### config.mk
export PLATFORM = sky130hd
export DESIGN_NAME = serv_bufreg3
export DESIGN_NICKNAME = d
export VERILOG_FILES = /design/src/rtl/serv_bufreg3.sv
export SDC_FILE = /design/constraint.sdc
export NUM_CORES = 1
export LEC_CHECK = 0
export BUFFER_PORTS_ARGS = -buffer_cell sky130_fd_sc_hd__buf_2
export CORE_MARGIN = 3
export CORE_UTILIZATION = 45
export CTS_CLUSTER_SIZE = 28
export DETAILED_ROUTE_END_ITERATION = 12
export HOLD_SLACK_MARGIN = 0.02
export PLACE_DENSITY = 0.69
export SETUP_SLACK_MARGIN = 0.1
export SYNTH_ARGS = -nofsm -noshare
export SYNTH_HDL_FRONTEND = slang
export SYNTH_SLANG_ARGS = --single-unit
### constraint.sdc
create_clock -name i_clk -period 2.9 [get_ports i_clk]
set_input_delay 0.29 -clock i_clk [delete_from_list [all_inputs] [get_ports i_clk]]
set_output_delay 0.29 -clock i_clk [all_outputs]
set_load 0.03 [all_outputs]
### src/rtl/serv_bufreg3.sv
// Bit-serial buffer register: store aligner, load capture/extend/serialiser, shift-amount downcounter.
// Optional build macro SERV_BUFREG_MISALIGN_TRAP_EN turns misaligned load/store into a trap instead of a bus access.
module serv_bufreg3 #(
    parameter int XLEN           = 32,
    parameter int BITS_PER_CYCLE = 1,
    parameter int LB             = $clog2(BITS_PER_CYCLE),
    parameter int SHW            = $clog2(XLEN)
) (
    input  logic                      i_clk,
    input  logic                      i_rst,
    input  logic                      i_start,
    input  logic [1:0]                i_mode,
    input  logic                      i_en,
    input  logic                      i_op_b_sel,
    input  logic [BITS_PER_CYCLE-1:0] i_rs2,
    input  logic [BITS_PER_CYCLE-1:0] i_imm,
    input  logic [SHW-4:0]            i_lsb,
    input  logic [1:0]                i_size,
    input  logic                      i_signed,
    input  logic                      i_ack,
    input  logic [XLEN-1:0]           i_rdt,
    output logic [BITS_PER_CYCLE-1:0] o_op_b,
    output logic                      o_req,
    output logic [XLEN-1:0]           o_dat,
    output logic [XLEN/8-1:0]         o_sel,
    output logic [BITS_PER_CYCLE-1:0] o_q,
    output logic                      o_sh_done,
    output logic [LB:0]               o_sh_rem,
    output logic                      o_done,
    output logic                      o_misalign,
    output logic                      o_busy
);

    localparam int N    = XLEN / BITS_PER_CYCLE;
    localparam int NB   = XLEN / 8;
    localparam int LSBW = SHW - 3;

    typedef enum logic [2:0] {IDLE, FILL, WAIT, COUNT, DRAIN} state_t;
    typedef enum logic [1:0] {M_STORE = 2'd0, M_LOAD = 2'd1, M_SHIFT = 2'd2} mode_t;

    state_t          state_q, state_d;
    mode_t           mode_q, mode_d;
    logic [XLEN-1:0] dat_q, dat_d;
    logic [SHW-1:0]  cnt_q, cnt_d;
    logic [LSBW-1:0] lsb_q, lsb_d;
    logic [1:0]      size_q, size_d;
    logic            signed_q, signed_d;

    logic            done, sh_done, misalign;
    logic            last_beat;
    logic [SHW-1:0]  shamt;
    logic            store_out;
    logic [XLEN-1:0] rdt_sh, keep, ld_ext;
    logic            sbit;
    logic [NB-1:0]   sel_base;

    assign o_op_b    = i_op_b_sel ? i_rs2 : i_imm;
    assign last_beat = (cnt_q == SHW'(N - 1));
    assign shamt     = dat_q[SHW-1:0];

`ifdef SERV_BUFREG_MISALIGN_TRAP_EN
    logic misaligned;
    assign misaligned = (lsb_q & LSBW'((4'd1 << size_q) - 4'd1)) != '0;
`endif

    // Load data: shift the addressed bytes down, keep the accessed width, then extend.
    always_comb begin
        rdt_sh = i_rdt >> {lsb_q, 3'b000};
        case (size_q)
            2'd0:    begin keep = XLEN'(8'hFF);         sbit = rdt_sh[7];      end
            2'd1:    begin keep = XLEN'(16'hFFFF);      sbit = rdt_sh[15];     end
            2'd2:    begin keep = XLEN'(32'hFFFF_FFFF); sbit = rdt_sh[31];     end
            default: begin keep = '1;                   sbit = rdt_sh[XLEN-1]; end
        endcase
        ld_ext = (rdt_sh & keep) | ((signed_q && sbit) ? ~keep : '0);
    end

    always_comb begin
        case (size_q)
            2'd0:    sel_base = NB'(1);
            2'd1:    sel_base = NB'(3);
            2'd2:    sel_base = NB'(15);
            default: sel_base = '1;
        endcase
    end

    always_comb begin
        state_d  = state_q;
        mode_d   = mode_q;
        dat_d    = dat_q;
        cnt_d    = cnt_q;
        lsb_d    = lsb_q;
        size_d   = size_q;
        signed_d = signed_q;
        done     = 1'b0;
        sh_done  = 1'b0;
        misalign = 1'b0;
        case (state_q)
            IDLE: begin
                if (i_start) begin
                    // Reserved mode 3 collapses onto store here so later states never see it.
                    mode_d   = (i_mode == 2'd2) ? M_SHIFT : (i_mode == 2'd1) ? M_LOAD : M_STORE;
                    lsb_d    = i_lsb;
                    size_d   = i_size;
                    signed_d = i_signed;
                    cnt_d    = '0;
                    state_d  = FILL;
                end
            end
            FILL: begin
                if (i_en) begin
                    dat_d = {o_op_b, dat_q[XLEN-1:BITS_PER_CYCLE]};
                    cnt_d = cnt_q + SHW'(1);
                    if (last_beat) begin
                        cnt_d = '0;
                        if (mode_q == M_SHIFT) begin
                            state_d = COUNT;
                        end
`ifdef SERV_BUFREG_MISALIGN_TRAP_EN
                        else if (misaligned) begin
                            state_d  = IDLE;
                            done     = 1'b1;
                            misalign = 1'b1;
                        end
`endif
                        else begin
                            state_d = WAIT;
                        end
                    end
                end
            end
            WAIT: begin
                if (i_ack) begin
                    if (mode_q == M_LOAD) begin
                        dat_d   = ld_ext;
                        state_d = DRAIN;
                    end else begin
                        done    = 1'b1;
                        state_d = IDLE;
                    end
                end
            end
            COUNT: begin
                if (shamt >= SHW'(BITS_PER_CYCLE)) begin
                    dat_d[SHW-1:0] = shamt - SHW'(BITS_PER_CYCLE);
                end else begin
                    sh_done = 1'b1;
                    done    = 1'b1;
                    state_d = IDLE;
                end
            end
            DRAIN: begin
                if (i_en) begin
                    dat_d = dat_q >> BITS_PER_CYCLE;
                    cnt_d = cnt_q + SHW'(1);
                    if (last_beat) begin
                        cnt_d   = '0;
                        done    = 1'b1;
                        state_d = IDLE;
                    end
                end
            end
            default: state_d = IDLE;
        endcase
    end

    always_ff @(posedge i_clk or posedge i_rst) begin
        if (i_rst) begin
            state_q  <= IDLE;
            mode_q   <= M_STORE;
            dat_q    <= '0;
            cnt_q    <= '0;
            lsb_q    <= '0;
            size_q   <= '0;
            signed_q <= 1'b0;
        end else begin
            state_q  <= state_d;
            mode_q   <= mode_d;
            dat_q    <= dat_d;
            cnt_q    <= cnt_d;
            lsb_q    <= lsb_d;
            size_q   <= size_d;
            signed_q <= signed_d;
        end
    end

    assign store_out  = (state_q == WAIT) && (mode_q == M_STORE);
    assign o_req      = (state_q == WAIT);
    assign o_busy     = (state_q != IDLE);
    assign o_dat      = store_out ? (dat_q << {lsb_q, 3'b000}) : '0;
    assign o_sel      = store_out ? NB'(sel_base << lsb_q) : '0;
    assign o_q        = (state_q == DRAIN) ? dat_q[BITS_PER_CYCLE-1:0] : '0;
    assign o_sh_done  = sh_done;
    assign o_sh_rem   = sh_done ? shamt[LB:0] : '0;
    assign o_done     = done;
    assign o_misalign = misalign;

endmodule

==> results.md <==
* Outcome: finished, final reports clean
* Largest family of logic cells by synthesized area: compound AO/OA/AOI/OAI gates
* Clock transition time at the flip-flop clock pins of the worst setup and hold paths at 0.09 ns
* Synth Register Bits at 47
* Total buffers and inverters traversed by the critical path at 1
* Length in cells of the worst reg-to-reg path at 5
* Fin Clk Skew at 0.0111 ns
* Number of global-route vias before repair at 3227
* Synth Area in Simple Gates at 18.8%
* Std-Cell Rows at 32
* H-tree levels at 2
* Total negative slack for setup checks at 0 ns
* Adder-cell share of the synthesized area at 1.35%
* Placer congestion estimate at 0.924
* Average cell area after synthesis at 8.74 um2
* Length of the first detailed-routing pass in iterations at 5
* Cell Pwr Density at 898 mW/mm2
* Crit-path leading delay family: simple AND/OR/NAND/NOR gates
* Leakage power of the design at 0.00192 uW
* Final worst path period need at 2.53 ns
* Number of setup buffers added after CTS at 0
* Clock root cell: sky130_fd_sc_hd__clkbuf_8
* Clock Sinks at 47
* Signed area change from the synthesized netlist to the final layout at 16.4%
* Detailed-route DRC error count at 0
* Worst slew margin relative to its limit at 24.7%
* Number of top-level pins at 91
* Max Transition Viols Final at 0
* Worst stage delay on the critical path at 0.57 ns
* Detail Route Antenna Nets at 0
* Core area at 0.00785 mm2
* Worst path slowest cell: sky130_fd_sc_hd__or4_4
* DRC violation total after the first TritonRoute iteration at 290
* Data arrival time of the critical path at 2.24 ns
* First-pass GRT wire length at 17300 um
* Vias after detailed routing at 3518
* Crit. path cell count at 5
* Total Wirelength at 10500 um
* Post-detailed-route wirelength per cell at 17.6 um
* Setup violations, final at 0
* Routed vias/inst at 5.89
* Top FF cell, synth: sky130_fd_sc_hd__dfrtp_1
* CTS Buffer Depth at 2
* Most frequent standard cell in the layout excluding fill and tap cells: sky130_fd_sc_hd__buf_2
* Initial antenna violation count at 0
* Setup repair after global routing missed its margin: no
* Launching instance or port of the critical path: state_q[0]$_DFFE_PP0P_
* Crit path kind: reg2out
* Fraction of the mapped netlist area in compound gates at 24.5%
* Multiplexer area fraction after synthesis at 16.7%
* Half-perimeter wire length after detailed placement at 8110 um
* Type of origin of the critical path: register
* Critical-path cell list: or3b_1 -> or4_4 -> nor2_4 -> and2_1 -> buf_2
* XOR/XNOR share of the synthesized area at 0.946%
* Slew at the pin with the worst max-slew slack at 1.12 ns
* FFs w/ async S/R, synth at 100%
* Biggest fanout along the worst timing path at 12
* Number of instances in the synthesized netlist at 424
* Required arrival time at the worst endpoint at 2.61 ns
* Source of the worst register-to-register timing path: lsb_q[0]$_DFFE_PP0P_
* Worst setup slack after placement at 0.562 ns
* Antenna diode count at 0
* Max-cap violations at 0
* CTS tree: yes
* Commonest non-fill, non-tap cells in the layout: 88 x sky130_fd_sc_hd__buf_2, 54 x sky130_fd_sc_hd__nor2_1, 45 x sky130_fd_sc_hd__dfrtp_1
* Count of flip-flops with a built-in enable after synthesis at 0
* Num CTS Buffers at 5
* Mapped cell area at 0.00370 mm2
* Layout net count at 545
* Number of hold-slack violations in the final timing report at 0
* Die footprint at 0.00936 mm2
* Floorplan die width at 96.7 um
* Yosys warnings at 0
* Number of port buffers at 88
* Min-Delay Path Class: in2async
* Number of gates resized after CTS at 0
* Share of post-route cells with drive strength above 1 at 27.1%
* Part of the Yosys area used for sequential elements at 31.7%
* Maximum number of pins on one net before global-route repair at 39
* Count of distinct cell types in the synthesized netlist at 51
* Achievable clock frequency at 395 MHz
* Die outline height at 96.7 um
* Crit path setup slack, layout at 0.370 ns
* Source-to-sink clock delay at the later pin of the worst-skew pair at 0.30 ns
* Hold slack at 0.124 ns
* Total global routing overflow at 0
* Period utilisation layout at 87.2%
* Maximum vdd drop at 0.440 mV
* Initial standard-cell utilization of the core at 47.2%
* Worst setup EP type: output port
* GRT Total Usage at 22.2%
* Hold buffers post-CTS at 0
==> cells in the mapped netlist, types with 3 or more instances <==
| master | count | area share, % |
|---|---|---|
| sky130_fd_sc_hd__mux2i_1 | 36 | 9.7 |
| sky130_fd_sc_hd__nor2_1 | 54 | 5.5 |
| sky130_fd_sc_hd__nand3b_1 | 5 | 1.0 |
| sky130_fd_sc_hd__nor3_1 | 8 | 1.1 |
| sky130_fd_sc_hd__a21oi_1 | 14 | 1.9 |
| sky130_fd_sc_hd__o22ai_1 | 3 | 0.51 |
| sky130_fd_sc_hd__mux4_2 | 6 | 3.6 |
| sky130_fd_sc_hd__o21ai_0 | 16 | 2.2 |
| sky130_fd_sc_hd__clkbuf_1 | 14 | 1.4 |
| sky130_fd_sc_hd__o2bb2ai_1 | 9 | 2.1 |
| sky130_fd_sc_hd__a22o_1 | 8 | 1.9 |
| sky130_fd_sc_hd__dfrtp_1 | 47 | 32 |
| sky130_fd_sc_hd__nand3_1 | 4 | 0.54 |
| sky130_fd_sc_hd__inv_1 | 10 | 1.0 |
| sky130_fd_sc_hd__nor2b_1 | 12 | 2.0 |
| sky130_fd_sc_hd__mux2_2 | 11 | 3.3 |
| sky130_fd_sc_hd__nand2b_1 | 5 | 0.84 |
| sky130_fd_sc_hd__nand2_1 | 36 | 3.6 |
| sky130_fd_sc_hd__o22a_1 | 16 | 3.8 |
| sky130_fd_sc_hd__buf_2 | 15 | 2.0 |
| sky130_fd_sc_hd__o211ai_1 | 11 | 2.2 |
| sky130_fd_sc_hd__xnor2_1 | 4 | 0.95 |
| sky130_fd_sc_hd__a211oi_1 | 17 | 3.4 |
| sky130_fd_sc_hd__and2_1 | 9 | 1.5 |
| sky130_fd_sc_hd__a31oi_1 | 15 | 2.5 |
| sky130_fd_sc_hd__buf_4 | 3 | 0.61 |
| sky130_fd_sc_hd__buf_1 | 4 | 0.41 |
| sky130_fd_sc_hd__ha_1 | 4 | 1.4 |
==> worst register-to-register path, delay by kind of cell, from the launching register on <==
kind	cells	cell delay (ns)
flip-flops	1	0.81
AO/OA/AOI/OAI	3	0.77
buffers and inverters	1	0.31
XOR/XNOR	1	0.15
==> metrics by stage <==
| step | power (uW) | area, um2 | instances | util (%) |
|---|---|---|---|---|
| final | 3870 | 4310 | 597 | 54.9 |
| after global routing | 4170 | 4310 | 597 | 54.9 |
| after CTS | 3850 | 4300 | 597 | 54.8 |
| after detailed placement | 3370 | 4200 | 589 | 53.5 |
| after global placement | 3340 | 4200 | 589 | 53.5 |
| after floorplan | 2860 | 3710 | 425 | - |
==> kinds of logic after synthesis <==
kind of cell	count (synthesis)
compound gates	122
other cells	1
mux	53
xor+xnor	4
simple gates	145
fa+ha+maj	4
buf+inv	48
flops	47
==> layer usage <==
metal | vias up | part of all wire (%) | track usage (%)
met5 | - | 0 | 0
met4 | 0 | 0.95 | 4.00
met3 | 13 | 7.5 | 3.75
met2 | 154 | 45 | 33.8
met1 | 1656 | 47 | 33.6
li1 | 1695 | - | -
==> registers in the layout (all words and copies together), names as in the netlist <==
signal and flops:
cnt_q 5, dat_q 32, lsb_q 2, mode_q 2, signed_q 1, size_q 2
state_q 3
==> power by group <==
part | switching [uW] | total, uW | internal [uW]
Sequential | 474 | 1410 | 940
Combinational | 1050 | 1980 | 934
Clock | 221 | 479 | 258
==> layout make-up <==
| type | instances | area [um2] |
|---|---|---|
| inverters | 11 | 41.3 |
| well taps | 102 | 128 |
| repair buffers | 99 | 536 |
| clock inverters | 1 | 30.0 |
| clock buffers | 7 | 76.3 |
| fillers | 758 | 3540 |
| flip-flops and latches | 47 | 1180 |
| multi-input cells | 330 | 2320 |
==> final timing paths <==
kind,endpoint,slack (ns)
hold reg to reg,cnt_q[2]$_DFFE_PP0P_,0.54
setup / recovery,o_dat[5],0.37
hold / removal,cnt_q[2]$_DFFE_PP0P_,0.12
min in group i_clk,size_q[0]$_DFFE_PP0P_,0.21
setup reg to reg,dat_q[31]$_DFFE_PP0P_,0.74
max in group asynchronous,dat_q[10]$_DFFE_PP0P_,2.02
(Power assumes the default switching activity.)
